### config.mk
export PLATFORM = sky130hd
export DESIGN_NAME = uart_tx_fifo
export DESIGN_NICKNAME = d
export VERILOG_FILES = /design/src/rtl/uart_tx_fifo_pkg.sv /design/src/rtl/uart_tx_fifo_mem.sv /design/src/rtl/uart_tx_fifo.sv
export SDC_FILE = /design/constraint.sdc
export NUM_CORES = 1
export LEC_CHECK = 0
export ABC_AREA = 1
export BUFFER_PORTS_ARGS = -buffer_cell sky130_fd_sc_hd__buf_2
export CORE_ASPECT_RATIO = 1.1
export CORE_MARGIN = 2
export CORE_UTILIZATION = 55
export CTS_CLUSTER_DIAMETER = 120
export CTS_CLUSTER_SIZE = 16
export DETAILED_ROUTE_END_ITERATION = 10
export HOLD_SLACK_MARGIN = 0.03
export PLACE_DENSITY = 0.72
export SKIP_LAST_GASP = 1
export SLEW_MARGIN = 30
export SYNTH_ARGS = -nofsm -noshare
export SYNTH_HDL_FRONTEND = slang
export SYNTH_SLANG_ARGS = --single-unit
### constraint.sdc
create_clock -name clk -period 2.73 [get_ports clk]
set_clock_uncertainty 0.05 [all_clocks]
set_input_delay 0.546 -clock clk [delete_from_list [all_inputs] [get_ports clk]]
set_output_delay 0.546 -clock clk [all_outputs]
set_load 0.02 [all_outputs]
### src/rtl/uart_tx_fifo_pkg.sv
// uart_tx_fifo_pkg
//   Shared definitions for the UART transmit FIFO slice: the UART data width
//   and the issue-FSM state encoding used by uart_tx_fifo.
package uart_tx_fifo_pkg;

    localparam int UART_DATA_W = 8;

    typedef enum logic [1:0] {
        S_IDLE      = 2'd0,
        S_WAIT_ACK  = 2'd1,
        S_WAIT_DONE = 2'd2
    } tx_state_e;

endpackage

### src/rtl/uart_tx_fifo_mem.sv
// uart_tx_fifo_mem
//   DEPTH x UART_DATA_W register array: synchronous write, asynchronous read.
//   Ports:
//     clk    in   write clock (posedge)
//     we     in   write enable
//     waddr  in   write address
//     wdata  in   write byte
//     raddr  in   read address
//     rdata  out  byte stored at raddr (combinational)
module uart_tx_fifo_mem
    import uart_tx_fifo_pkg::*;
#(
    parameter int DEPTH = 16,
    parameter int AW    = $clog2(DEPTH)
) (
    input  logic                   clk,
    input  logic                   we,
    input  logic [AW-1:0]          waddr,
    input  logic [UART_DATA_W-1:0] wdata,
    input  logic [AW-1:0]          raddr,
    output logic [UART_DATA_W-1:0] rdata
);

    logic [UART_DATA_W-1:0] mem [DEPTH];

    always_ff @(posedge clk) begin
        if (we) begin
            mem[waddr] <= wdata;
        end
    end

    assign rdata = mem[raddr];

endmodule

### src/rtl/uart_tx_fifo.sv
// uart_tx_fifo
//   Byte FIFO plus issue FSM feeding a UART transmitter one byte at a time.
//   Each issued byte produces a one-cycle tx_en strobe with tx_data valid in
//   the same cycle; the next issue waits for tx_busy to rise and fall again,
//   or for ACK_TIMEOUT cycles without a busy rise.
//   Optional feature: define UART_TX_FIFO_OVF_EN for a sticky overflow flag
//   that sets on any dropped write; otherwise overflow is tied low.
//   Ports:
//     clk      in   system clock (posedge)
//     rst      in   asynchronous active-high reset
//     wr_en    in   push wr_data this cycle
//     wr_data  in   byte to enqueue
//     full     out  FIFO holds DEPTH bytes (registered)
//     empty    out  FIFO holds 0 bytes (registered)
//     count    out  occupancy 0..DEPTH (registered)
//     tx_busy  in   transmitter shifting a frame
//     tx_data  out  last issued byte
//     tx_en    out  one-cycle issue strobe
//     overflow out  sticky drop flag
module uart_tx_fifo
    import uart_tx_fifo_pkg::*;
#(
    parameter  int DEPTH       = 16,
    parameter  int ACK_TIMEOUT = 64,
    localparam int AW          = $clog2(DEPTH)
) (
    input  logic                   clk,
    input  logic                   rst,
    input  logic                   wr_en,
    input  logic [UART_DATA_W-1:0] wr_data,
    output logic                   full,
    output logic                   empty,
    output logic [AW:0]            count,
    input  logic                   tx_busy,
    output logic [UART_DATA_W-1:0] tx_data,
    output logic                   tx_en,
    output logic                   overflow
);

    localparam int TW = $clog2(ACK_TIMEOUT) + 1;

    tx_state_e              state, state_n;
    logic [TW-1:0]          timer, timer_n;
    logic                   tx_en_n;
    logic [UART_DATA_W-1:0] tx_data_n;
    logic [UART_DATA_W-1:0] rd_byte;
    logic [AW:0]            wr_ptr, rd_ptr, wr_ptr_n, rd_ptr_n;
    logic                   push, pop;

    // Full is judged on the registered flag, so a same-cycle pop never
    // rescues a write into a full FIFO.
    assign push     = wr_en && !full;
    assign wr_ptr_n = push ? wr_ptr + (AW+1)'(1) : wr_ptr;
    assign rd_ptr_n = pop  ? rd_ptr + (AW+1)'(1) : rd_ptr;

    uart_tx_fifo_mem #(
        .DEPTH (DEPTH),
        .AW    (AW)
    ) u_mem (
        .clk   (clk),
        .we    (push),
        .waddr (wr_ptr[AW-1:0]),
        .wdata (wr_data),
        .raddr (rd_ptr[AW-1:0]),
        .rdata (rd_byte)
    );

    // Flags are derived from the next-state pointers so they are registered
    // yet consistent with the pointers in the same cycle.
    always_ff @(posedge clk or posedge rst) begin
        if (rst) begin
            wr_ptr <= '0;
            rd_ptr <= '0;
            count  <= '0;
            full   <= 1'b0;
            empty  <= 1'b1;
        end else begin
            wr_ptr <= wr_ptr_n;
            rd_ptr <= rd_ptr_n;
            count  <= wr_ptr_n - rd_ptr_n;
            full   <= (wr_ptr_n[AW] != rd_ptr_n[AW]) &&
                      (wr_ptr_n[AW-1:0] == rd_ptr_n[AW-1:0]);
            empty  <= (wr_ptr_n == rd_ptr_n);
        end
    end

    always_ff @(posedge clk or posedge rst) begin
        if (rst) begin
            state   <= S_IDLE;
            timer   <= '0;
            tx_en   <= 1'b0;
            tx_data <= '0;
        end else begin
            state   <= state_n;
            timer   <= timer_n;
            tx_en   <= tx_en_n;
            tx_data <= tx_data_n;
        end
    end

    // WAIT_ACK lasts at most ACK_TIMEOUT cycles: timer counts 0..ACK_TIMEOUT-1.
    always_comb begin
        state_n   = state;
        timer_n   = timer;
        tx_en_n   = 1'b0;
        tx_data_n = tx_data;
        pop       = 1'b0;
        unique case (state)
            S_IDLE: begin
                if (!empty && !tx_busy) begin
                    pop       = 1'b1;
                    tx_en_n   = 1'b1;
                    tx_data_n = rd_byte;
                    timer_n   = '0;
                    state_n   = S_WAIT_ACK;
                end
            end
            S_WAIT_ACK: begin
                if (tx_busy) begin
                    state_n = S_WAIT_DONE;
                end else if (timer == TW'(ACK_TIMEOUT - 1)) begin
                    state_n = S_IDLE;
                end else begin
                    timer_n = timer + TW'(1);
                end
            end
            S_WAIT_DONE: begin
                if (!tx_busy) begin
                    state_n = S_IDLE;
                end
            end
            default: state_n = S_IDLE;
        endcase
    end

`ifdef UART_TX_FIFO_OVF_EN
    always_ff @(posedge clk or posedge rst) begin
        if (rst) begin
            overflow <= 1'b0;
        end else if (wr_en && full) begin
            overflow <= 1'b1;
        end
    end
`else
    assign overflow = 1'b0;
`endif

endmodule
# Word-level counts from Yosys, hierarchy flattened
# Memories as Yosys holds them, arrays and structs flattened. A register that Yosys moved wholly into a read port is not among the register bits.
# Index checks and enable logic that the tools add are counted.
# word_totals
register_bits	27
ramBits	128
input_bits	12
output_inout_bits	17
elab_cells	50
memories	1
# memory_table
name	depth	word_bits	read_ports	rd_clocked_by_memory_dff	write_ports	line	source
u_mem.mem	16	8	1	1	1	uart_tx_fifo_mem.sv:24	logic [UART_DATA_W-1:0] mem [DEPTH];
# classes
add_sub_neg	4
eq_ne	11
mux	15
reduce_logical	11
# op_table
operator	n
7-bit 2-to-1 mux	3
7-bit one-hot mux with 2 select lines	1
5-bit by 1-bit adder with 5-bit output, second input constant	2
5-bit 2-to-1 mux	2
2-bit 2-to-1 mux	4
2-bit inequality test, second input constant	4
7-bit by 1-bit adder with 7-bit output, second input constant	1
7-bit by 6-bit equality test with 1-bit output, second input constant	1
2-bit one-hot mux with 3 select lines	1
5-bit equality test	1
5-bit subtractor	1
4-bit equality test	1
1-bit 2-to-1 mux	4
4-bit AND reduction	1
1-bit logical AND	3
1-bit logical NOT	3
3-bit inequality test, second input constant	1
3-bit AND reduction	1
2-bit by 1-bit equality test with 1-bit output, second input constant	1
2-bit equality test, second input constant	1
2-bit logical NOT	1
2-bit AND reduction	1
2-bit nonzero test	1
1-bit inequality test	1

# Depth between registers and ports, before layout
# Gate-level depths: netlist (run 1).
# depth
word_depth	7
mapped_depth	14
ltp_nobuf	14

# By module
# From an unflattened synthesis (run 1), not the netlist that was laid out.
# hier_totals
hier_cells	763
area_unflattened_um2	7379.6
# modules_own_cells
mod	n_inst	cells_per_inst	area_each_um2	seq_area_each_um2
uart_tx_fifo_mem	1	543	5606.6	3843.7
uart_tx_fifo	1	220	1773.0	877.1

# Least setup slack after synthesis (run 1)
# No wires, ideal clock.
# synth_path
path_kind	input to register
from	input port tx_busy
to	register count[4]
setup_ps	116
arrival_ps	1796
t_required_ps	2564
setup_slack_ps	768
cell_stages	13
cell_sequence	nor2_1 > nand2_2 > xor2_1 > inv_1 > ha_1 > inv_1 > ha_1 > a21oi_1 > nor2_1 > nand2_1 > nand2_1 > nand2_1 > nand2_1
# synth_via
elab_chain_cells	6
# synth_rtl
element	line	source
start: declaration	uart_tx_fifo.sv:34	input logic tx_busy,
1-bit logical NOT	n/a	
1-bit logical AND	uart_tx_fifo.sv:110	if (!empty && !tx_busy) begin
1-bit 2-to-1 mux	uart_tx_fifo.sv:110	
1-bit 2-to-1 mux	uart_tx_fifo.sv:108	unique case (state)
5-bit 2-to-1 mux	uart_tx_fifo.sv:54	assign rd_ptr_n = pop ? rd_ptr + (AW+1)'(1) : rd_ptr;
via rd_ptr_n[0]	uart_tx_fifo.sv:47	logic [AW:0] wr_ptr, rd_ptr, wr_ptr_n, rd_ptr_n;
5-bit subtractor	uart_tx_fifo.sv:80	count <= wr_ptr_n - rd_ptr_n;
end signal: assignment	uart_tx_fifo.sv:80	
end: declaration	uart_tx_fifo.sv:33	output logic [AW:0] count,
# The timed path passes the listed nets, and every way through them passes these cells.
# A chain may end at the register's enable or synchronous reset.

# Worst setup path in the final report (run 1)
# layout_path
from	register state[0]
to	register count[4]
# layout_via
elab_chain_cells	4
# layout_rtl
element	line	source
start: declaration	uart_tx_fifo.sv:42	tx_state_e state, state_n;
start signal: assignment	uart_tx_fifo.sv:94	state <= state_n;
2-bit logical NOT	uart_tx_fifo.sv:108	
1-bit 2-to-1 mux	uart_tx_fifo.sv:108	
5-bit 2-to-1 mux	uart_tx_fifo.sv:54	
via rd_ptr_n[0]	uart_tx_fifo.sv:47	
5-bit subtractor	uart_tx_fifo.sv:80	
# The timed path passes the listed nets, and every way through them passes these cells.

==> summary.md, run 1 <==
| Metric | Value |
|---|---|
| Total grt overflow | `0` |
| Cell Area, Placed | `7174 sq um` |
| IO buf count | `27` |
| Filler instances | `884` |
| P per Cell Area | `1095 nW/um^2` |
| Status | `completed` |
| Area of the multi-input gates | `1878 sq um` |
| Fin util | `64.27%` |
| GRT Resource Usage Total | `22.23%` |
| Max Cap Viol | `0` |
| Floorplan row count | `42` |
| DP HPWL | `8.864 mm` |
| Share of the synthesized area in the top cell type | `55.96%` |
| Synth warn | `0` |
| Worst VDD drop | `648.2 uV` |
| Die span in y | `121.2 microns` |
| Overall Power | `8.506 mW` |
| Most area-consuming cells after synthesis | `edfxtp_1 (56%), dfrtp_1 (12%), nor2_1 (6.3%)` |
| Setup Fix Bufs, Post-CTS | `0` |
| Post-synthesis cell count | `615` |
| Largest net degree at the start of global routing | `67` |
| TritonCTS clock tree | `done` |
| Max_slew headroom | `47.94%` |
| Slowest CP cell | `dfrtp_1` |
| Crit path DAT | `2.39 ns` |
| Final period utilization | `77.86%` |
| WP data required | `2.99 ns` |
| Reg clk slew, reported paths | `0.06 ns` |
| I/O pins | `29` |
| Clock root buffer | `clkbuf_16` |
| GRT Max-Usage Layer | `met2` |
| Final ANT Viol Nets | `0` |
| Area growth, synth to finish | `13.08%` |
| Met1 usage in global routing | `29.84%` |
| Final setup violation count | `0` |
| H-Tree Depth | `4` |
| # nets final | `671` |
| Clk sinks | `163` |
| Post-Route WL | `14.08 mm` |
| Wirelength per Cell | `17.19 microns` |
| Final max-slew violation count | `0` |
| Final Hold Viols | `0` |
| Commonest cells after routing, fill and taps aside | `edfxtp_1 (128), nor2_1 (115), nand2_1 (111), o21ai_0 (59), nand3_1 (39)` |
| GP Congestion | `0.8866` |
| HP Class | `input port to async pin` |
| Most common cell after layout, fill and taps aside | `edfxtp_1` |
| Via count | `4,605` |
| Resize count post-CTS | `0` |
| Die Width | `110.6 microns` |
| Initial Util | `56.83%` |
| Layout cells sized above 1 | `14.01%` |
| Setup TNS Final | `0 ns` |
| Fin crit period | `2.126 ns` |
| First-pass GRT wire length | `22.68 mm` |
| Worst-path maximum fanout | `8` |
| CP cell instances | `nor2_1, nand2_2, xor2_1, inv_1, ha_1, inv_1, ha_1, a21oi_1, nor2_1, nand2_1, nand2_1, nand2_1, nand2_1` |
| Library cells used by synthesis | `36` |
| Met2 GRT Util | `35.51%` |
| Initial antenna violation count | `1` |
| Residual DRC | `0` |
| RSZ-0062 raised after global routing | `false` |
| Critical path class | `flip-flop to flip-flop` |
| Crit. End Element | `flip-flop` |
| Design Area, Final | `7767 sq um` |
| Met3 usage | `4.795%` |
| Mapped Nets | `635` |
| Syn_area_per_cell | `11.17 sq um` |
| P_leak | `3.002 nW` |
| Highest clock rate | `470.4 MHz` |
| Register area | `4722 sq um` |
| Final hold slack | `0.1880 ns` |
| CTS Buf Count | `17` |
| Vias in the first global route | `4,443` |
| CP peak stage delay | `0.39 ns` |
| Mapped Area | `6869 sq um` |
| Max Root-Sink Buffers | `2` |
| Detailed Routing Iterations Pass 1 | `5` |
| Via-to-Cell Ratio | `5.623` |
| Register area share after synthesis | `68.72%` |
| CTS Hold Buffers Added | `0` |
| Clk_lat worst skew | `0.42 ns` |
| Post-synthesis register bit count | `163` |
| Initial DRC count | `331` |
| Largest area contributor in the synthesized netlist | `edfxtp_1` |
| Core area | `12,090 sq um` |
| CP Launch Type | `flip-flop` |
| DIE AREA | `13,400 sq um` |
| Least-Margin Pin Slew | `0.7780 ns` |
| Most frequent cell on the critical path | `nand2_1` |
through the flow:
step / cells / setup WS [ns]
2_1_floorplan: 615 / 0.7676
3_3_place_gp: 786 / 0.4920
3_5_place_dp: 786 / 0.4429
4_1_cts: 818 / 0.6426
5_1_grt: 819 / 0.3935
6_report: 819 / 0.6043
power by group:
group / internal, mW / switching [mW] / total (mW)
registers: 3.08 / 0.219 / 3.30
logic: 0.868 / 1.97 / 2.84
clock network: 1.44 / 0.931 / 2.37
path summary, 6_finish.rpt:
path	end	slack, ns	start	cells after the start
max	count[4]$_DFF_PP0_	0.60	state[0]$_DFFE_PP0P_	13
min	full$_DFF_PP0_	0.19	rst	3
max reg2reg	count[4]$_DFF_PP0_	0.60	state[0]$_DFFE_PP0P_	13
min reg2reg	timer[1]$_DFFE_PP0P_	0.47	timer[1]$_DFFE_PP0P_	2
max in group asynchronous	rd_ptr[0]$_DFF_PP0_	2.08	rst	3
min in group clk	state[1]$_DFFE_PP0P_	0.37	tx_busy	2
Yosys cell counts:
| master | count |
|---|---|
| edfxtp_1 | 128 |
| nor2_1 | 115 |
| nand2_1 | 111 |
| o21ai_0 | 59 |
| nand3_1 | 39 |
| dfrtp_1 | 34 |
| inv_1 | 23 |
| a21oi_1 | 17 |
| buf_2 | 9 |
| clkbuf_1 | 9 |
| inv_2 | 9 |
| o221ai_1 | 9 |
| ha_1 | 8 |
| o211ai_1 | 7 |
| buf_4 | 5 |
| xnor2_1 | 4 |
| xor2_1 | 4 |
| nand4_1 | 3 |
| buf_6 | 2 |
| nand2_2 | 2 |
| nand3_2 | 2 |
| nor2_2 | 2 |
| a21boi_0 | 1 |
| a21oi_4 | 1 |
| clkbuf_2 | 1 |
| conb_1 | 1 |
| dfstp_2 | 1 |
| inv_4 | 1 |
| nand3b_1 | 1 |
| nor2_4 | 1 |
| nor3_1 | 1 |
| o21ai_1 | 1 |
| o21ai_2 | 1 |
| o311ai_0 | 1 |
| or2_2 | 1 |
| or2_4 | 1 |
flip-flops by register name (all words and copies together), names as in the netlist, named ones only:
name / count
u_mem.mem: 128
tx_data: 8
timer: 7
count: 5
rd_ptr: 5
wr_ptr: 4
state: 2
empty: 1
full: 1
tx_en: 1
cell families (layout without fill, tap and decap cells):
logic type / after synthesis / in the layout / synth area share [%]
other cells: 1 / 2 / 0.05459
flops: 163 / 163 / 68.73
compound gates: 97 / 97 / 8.124
buf+inv: 59 / 108 / 3.934
fa+ha+maj: 8 / 8 / 1.457
xor+xnor: 8 / 8 / 1.020
simple gates: 279 / 279 / 16.68
layer usage:
layer  wire length (microns)  up-vias  share of wire, %
li1                        -     2190                 -
met1                    6095     2198                43
met2                    6828      182                49
met3                     780       35               5.5
met4                     373        0               2.6
met5                       0        -                 0
worst max-delay path, delay by kind of cell, from the launching register on:
kind            cells  cell delay [ns]
flops               1             0.39
fa+ha+maj           2             0.32
xor+xnor            1             0.18
buf+inv             2             0.13
simple gates        7             0.74
compound gates      1             0.21
layout make-up:
cell class,count,share of cell area [%]
tap,154,2.481
timing repair buffer,43,3.286
antenna,1,0.03222
multi-input combinational,393,24.18
inverter,33,1.627
sequential,163,60.79
clock inverter,12,1.981
clock buffer,20,5.622
(Power assumes the default switching activity.)
==> inputs of run 2 (changes only) <==
Clock period 2.73 ns to 2 ns, I/O delays scaled along.
==> summary.md, run 2 (synthesis results as in run 1) <==
| Metric | Value |
|---|---|
| Final Hold Viols | `0 (unchanged)` |
| CP cell instances | `buf_6, xor2_1, inv_1, ha_2, inv_1, ha_4, a21oi_4, nor2_1, nand2_1, nand2_1, nand2_1, nand2_1` |
| Sw Ratio | `36.06% (-0.59 points)` |
| Wirelength per Cell | `17.16 microns (-0.16%)` |
| Final max-slew violation count | `0 (unchanged)` |
| GRT Resource Usage Total | `22.50% (+0.27 points)` |
| Initial Util | `56.83% (unchanged)` |
| Sequential share of power | `36.0% (-2.8 points)` |
| Worst VDD drop | `669.1 uV (+3.2%)` |
| Comb pwr share | `37.1% (+3.8 points)` |
| Worst-path maximum fanout | `37 (+29)` |
| P_leak | `3.158 nW (+5.2%)` |
| Most frequent cell on the critical path | `nand2_1` |
| Area growth, synth to finish | `17.52%` |
| CP Launch Type | `flip-flop` |
| Clk sinks | `163 (unchanged)` |
| Floorplan row count | `42 (unchanged)` |
| # nets final | `696 (+3.7%)` |
| DIE AREA | `13,400 sq um (unchanged)` |
| Max Cap Viol | `0 (unchanged)` |
| H-Tree Depth | `4 (unchanged)` |
| Via count | `4,737 (+2.9%)` |
| Initial antenna violation count | `0 (-1)` |
| Die Width | `110.6 microns (unchanged)` |
| Clk_lat worst skew | `0.43 ns (about the same)` |
| Highest clock rate | `507.7 MHz (+7.9%)` |
| Status | `completed` |
| Max Root-Sink Buffers | `2 (unchanged)` |
| Final ANT Viol Nets | `0 (unchanged)` |
| Slowest CP cell | `dfrtp_2` |
| Detailed Routing Iterations Pass 1 | `5 (unchanged)` |
| Critical path class | `flip-flop to flip-flop` |
| DP HPWL | `9.236 mm (+4.2%)` |
| Initial DRC count | `410 (+24%)` |
| IO buf count | `27 (unchanged)` |
| Commonest cells after routing, fill and taps aside | `edfxtp_1 (128), nor2_1 (114), nand2_1 (111), o21ai_0 (59), nand3_1 (39)` |
| Max FFs per register | `128 (unchanged)` |
| Reg clk slew, reported paths | `0.06 ns (about the same)` |
| WP data required | `2.26 ns (-0.73 ns)` |
| Via-to-Cell Ratio | `5.626 (about the same)` |
| P per Cell Area | `1536 nW/um^2 (+40%)` |
| Post-Route WL | `14.45 mm (+2.6%)` |
| CTS Hold Buffers Added | `0 (unchanged)` |
| Residual DRC | `0 (unchanged)` |
| HP Class | `input port to async pin` |
| TritonCTS clock tree | `done` |
| Final period utilization | `98.48% (+21 points)` |
| Pre-CTS setup slack | `-0.07416 ns (-0.5171 ns)` |
| Largest net degree at the start of global routing | `38 (-43%)` |
| CTS Buf Count | `17 (unchanged)` |
| Clk pwr share | `26.9% (-1.0 points)` |
| Antenna Cells | `0 (-1)` |
| GP Congestion | `0.8991 (+1.4%)` |
| Crit path DAT | `2.23 ns (-0.16 ns)` |
| First-pass GRT wire length | `23.19 mm (+2.2%)` |
| CP peak stage delay | `0.43 ns (+0.04 ns)` |
| Final setup violation count | `0 (unchanged)` |
| Overall Power | `12.40 mW (+46%)` |
| Setup slack after layout | `0.03039 ns (-0.5739 ns)` |
| Largest regs | `u_mem.mem x128, tx_data x8, timer x7` |
| Crit. End Element | `flip-flop` |
| Vias in the first global route | `4,732 (+6.5%)` |
| Internal power | `7.929 mW (+47%)` |
| Layout cells sized above 1 | `18.31% (+4.3 points)` |
| I/O pins | `29 (unchanged)` |
| Switching power total | `4.472 mW (+43%)` |
| Most common cell after layout, fill and taps aside | `edfxtp_1` |
| Fin crit period | `1.970 ns (-0.1561 ns)` |
| Total grt overflow | `0 (unchanged)` |
| Clock root buffer | `clkbuf_16` |
| Largest Register | `u_mem.mem` |
| Core area | `12,090 sq um (unchanged)` |
| Die span in y | `121.2 microns (unchanged)` |
## run 2: cell count changes in the layout (fill, tap and decap cells not counted), moves of 2 or more
| cell | before | now |
|---|---|---|
| buf_12 | 0 | 3 |
| buf_4 | 16 | 35 |
| buf_6 | 0 | 3 |
| ha_1 | 8 | 5 |
| ha_4 | 0 | 2 |
## run 2: area by class of cell
cell class / count / area [sq um]
flip-flops and latches: 163 / 4723
fillers: 858 / 4014
multi-input cells: 393 / 1927
repair buffers: 68 / 491.7
clock buffers: 19 / 432.9
well taps: 154 / 192.7
clock inverters: 12 / 178.9
inverters: 33 / 126.4
## run 2: path summary, 6_finish.rpt
path | from | to | slack (ns) | cells after the start
worst max-delay path | rd_ptr[0]$_DFF_PP0_ | count[4]$_DFF_PP0_ | 0.03 | 12
worst min-delay path | rst | count[1]$_DFF_PP0_ | 0.02 | 3
worst max register to register | rd_ptr[0]$_DFF_PP0_ | count[4]$_DFF_PP0_ | 0.03 | 12
worst min register to register | tx_data[2]$_DFFE_PP0N_ | tx_data[2]$_DFFE_PP0N_ | 0.48 | 2
max in group asynchronous | rst | rd_ptr[2]$_DFF_PP0_ | 1.51 | 3
min in group clk | wr_data[4] | u_mem.mem[6][4]$_DFFE_PP_ | 0.31 | 1
## run 2: metal layers
metal	routed length, microns	share of wire (%)	GRT usage (%)	vias up
met5	0	0	0	-
met4	394	2.7	11.56	0
met3	1055	7.3	5.644	38
met2	7168	50	36.31	193
met1	5830	40	28.53	2269
li1	-	-	-	2237
## run 2: what timing repair did
| item | CTS | global route |
|---|---|---|
| buffers inserted | 3 | 4 |
| endpoints found under the setup margin | 1 | 5 |
| pin swaps | 1 | 8 |
| gates resized for setup | 1 | 15 |
## run 2: metrics by stage
stage / instances / utilization (%) / cell area, sq um / setup TNS, ns / hold slack (ns)
after CTS: 841 / 66.25 / 8008 / 0 / 0.04664
after detailed placement: 807 / 60.97 / 7370 / -0.07416 / 0.4669
final: 842 / 66.79 / 8073 / 0 / 0.02126
after floorplan: 615 / - / 6869 / 0 / 0.4286
after global routing: 842 / 66.79 / 8073 / -0.02112 / 0.07501
after global placement: 807 / 60.97 / 7370 / 0 / 0.4583
## run 2: critical path, delay by kind of cell (launching register included)
| kind | cells | cell delay (ns) |
|---|---|---|
| xor+xnor | 1 | 0.19 |
| flops | 1 | 0.43 |
| buf+inv | 3 | 0.38 |
| fa+ha+maj | 2 | 0.37 |
| simple gates | 5 | 0.29 |
| compound gates | 1 | 0.11 |
## run 2: power groups by stage
stage | clock network, mW | registers [mW] | logic (mW)
2_1_floorplan | 0 | 4.64 | 2.71
3_3_place_gp | 0 | 4.49 | 4.09
3_5_place_dp | 0 | 4.51 | 4.25
4_1_cts | 3.36 | 4.44 | 4.36
5_1_grt | 3.49 | 4.51 | 5.08
6_report | 3.34 | 4.46 | 4.60
==> inputs of run 3 (changes only) <==
Settings changed: CTS_BUF_LIST set to sky130_fd_sc_hd__clkbuf_2 sky130_fd_sc_hd__clkbuf_4 sky130_fd_sc_hd__clkbuf_8.
==> summary.md, run 3 (synthesis results as in run 1) <==
| Metric | Value |
|---|---|
| Status | `completed` |
| Final setup violation count | `0 (unchanged)` |
| Crit. End Element | `flip-flop` |
| GRT Resource Usage Total | `22.12% (-0.37 points)` |
| Antenna Cells | `0 (unchanged)` |
| Residual DRC | `0 (unchanged)` |
| Sequential share of power | `39.0% (+3.0 points)` |
| Clk pwr share | `22.0% (-4.9 points)` |
| Clock root buffer | `clkbuf_8` |
| Commonest cells after routing, fill and taps aside | `edfxtp_1 (128), nor2_1 (114), nand2_1 (111), o21ai_0 (59), nand3_1 (39)` |
| Final max-slew violation count | `0 (unchanged)` |
| Final Hold Viols | `0 (unchanged)` |
| Crit path DAT | `2.22 ns (about the same)` |
| Comb pwr share | `39.0% (+1.9 points)` |
| Post-Route WL | `14.03 mm (-2.9%)` |
| Reg clk slew, reported paths | `0.08 ns (+0.02 ns)` |
| WP data required | `2.28 ns (+0.02 ns)` |
| Die span in y | `121.2 microns (unchanged)` |
| Area growth, synth to finish | `14.61%` |
| Worst VDD drop | `650.4 uV (-2.8%)` |
| Fin util | `65.13% (-1.7 points)` |
| Register area | `4723 sq um (unchanged)` |
| Internal power | `7.150 mW (-9.8%)` |
| # nets final | `696 (unchanged)` |
| Largest Register | `u_mem.mem` |
| RSZ-0062 raised after global routing | `true` |
| Final hold slack | `0.2894 ns (+0.2681 ns)` |
| Final ANT Viol Nets | `0 (unchanged)` |
| Max Root-Sink Buffers | `2 (unchanged)` |
| Placed cells | `807 (unchanged)` |
| Fin cells | `842 (unchanged)` |
| Total grt overflow | `0 (unchanged)` |
| Clk_lat worst skew | `0.45 ns (+0.02 ns)` |
| Worst-path maximum fanout | `2 (-95%)` |
| Hold depth | `1` |
| Area of the multi-input gates | `1909 sq um (-0.91%)` |
| Reg2Reg Depth | `13 (+1)` |
| First-pass GRT wire length | `22.69 mm (-2.1%)` |
| Max FFs per register | `128 (unchanged)` |
| Fin crit period | `1.943 ns (-0.02627 ns)` |
| Max Cap Viol | `0 (unchanged)` |
| Core area | `12,090 sq um (unchanged)` |
| Layout cells sized above 1 | `18.46% (+0.15 points)` |
| Detailed Routing Iterations Pass 1 | `5 (unchanged)` |
| Met1 usage in global routing | `27.40% (-1.1 points)` |
| Filler instances | `918 (+7.0%)` |
| Die Width | `110.6 microns (unchanged)` |
| GRT Max-Usage Layer | `met2` |
| Sw Ratio | `37.37% (+1.3 points)` |
| Wirelength per Cell | `16.66 microns (-2.9%)` |
| DP HPWL | `9.236 mm (unchanged)` |
| Highest clock rate | `514.6 MHz (+1.4%)` |
| HP Class | `input port to flip-flop` |
| P per Cell Area | `1450 nW/um^2 (-5.6%)` |
| Final period utilization | `97.17% (-1.3 points)` |
| Initial DRC count | `373 (-9.0%)` |
| GP Congestion | `0.8991 (unchanged)` |
| CP Launch Type | `flip-flop` |
| Largest regs | `u_mem.mem x128, tx_data x8, timer x7` |
| Via count | `4,615 (-2.6%)` |
| Met2 GRT Util | `36.23% (-0.077 points)` |
| Floorplan row count | `42 (unchanged)` |
| Clk sinks | `163 (unchanged)` |
| Most common cell after layout, fill and taps aside | `edfxtp_1` |
| P_leak | `3.072 nW (-2.7%)` |
| TritonCTS clock tree | `done` |
| Via-to-Cell Ratio | `5.481 (-2.6%)` |
| Vias in the first global route | `4,683 (-1.0%)` |
| Met3 usage | `5.944% (+0.30 points)` |
| Switching power total | `4.266 mW (-4.6%)` |
| H-Tree Depth | `4 (unchanged)` |
| I/O pins | `29 (unchanged)` |
| Initial antenna violation count | `0 (unchanged)` |
| Largest net degree at the start of global routing | `38 (unchanged)` |
| Initial Util | `56.83% (unchanged)` |
| Critical path class | `flip-flop to flip-flop` |
| CTS Buf Count | `17 (unchanged)` |
| DIE AREA | `13,400 sq um (unchanged)` |
| Reg2reg setup slack | `0.06 ns (+0.03 ns)` |
| IO buf count | `27 (unchanged)` |
-- run 3: cell types whose count changed in the layout (fill, tap and decap cells not counted), moves of 2 or more --
cell | before | now
clkbuf_4 | 0 | 2
clkbuf_16 | 17 | 0
buf_4 | 35 | 33
clkbuf_1 | 2 | 0
clkbuf_8 | 0 | 17
-- run 3: worst paths after layout --
kind                                        start                        end
hold reg to reg            tx_data[0]$_DFFE_PP0N_     tx_data[0]$_DFFE_PP0N_
min in group asynchronous                     rst         count[0]$_DFF_PP0_
setup / recovery              rd_ptr[0]$_DFF_PP0_         count[4]$_DFF_PP0_
hold / removal                         wr_data[7]  u_mem.mem[4][7]$_DFFE_PP_
setup reg to reg              rd_ptr[0]$_DFF_PP0_         count[4]$_DFF_PP0_
max in group asynchronous                     rst        rd_ptr[2]$_DFF_PP0_
-- run 3: area by class of cell --
cell class                 count  area share, %
tap                          154          2.448
timing repair buffer          68          6.262
clock inverter                12          2.273
multi-input combinational    393          24.25
clock buffer                  19          3.163
inverter                      33          1.605
sequential                   163          60.00
-- run 3: worst max-delay path: stages (launching register included) --
cell and delay [ns]:
dfrtp_2 0.44, ha_4 0.23, nand3b_1 0.18, nand2_1 0.11, nand2_1 0.07, nand2_1 0.08, inv_2 0.05, ha_2 0.18
a21oi_2 0.12, nor2_1 0.06, nand2_1 0.08, nand2_1 0.06, nand2_1 0.07, nand2_1 0.06
-- run 3: repair_timing --
action | in CTS | in global routing
setup endpoints to repair | 1 | 7
setup buffers | 2 | 2
pin swaps | 1 | 3
hold endpoints to repair | 34 | 0
hold buffers | 1 | 0
gates resized for setup | 1 | 13
-- run 3: routing by layer --
metal  wire length, microns  up-vias
met5                      0        -
met4                    388        0
met3                    694       32
met2                   6890      120
met1                   6052     2230
li1                       -     2233
-- run 3: power by group through the flow --
stage,combinational [mW],clock [mW],sequential [mW]
CTS,4.33,2.56,4.43
detailed placement,4.25,0,4.51
finish,4.45,2.51,4.46
global route,4.94,2.68,4.51
global placement,4.09,0,4.49
floorplan,2.71,0,4.64
-- run 3: per-stage QoR --
step                TNS [ns]  worst slack (ns)  cell area [sq um]  power (mW)
floorplan                  0           0.08233               6869       7.358
global placement           0           0.04552               7370       8.587
detailed placement  -0.07416          -0.07416               7370       8.759
CTS                        0          0.006178               7826       11.33
global route        -0.02005          -0.02005               7873       12.12
finish                     0           0.05666               7873       11.42
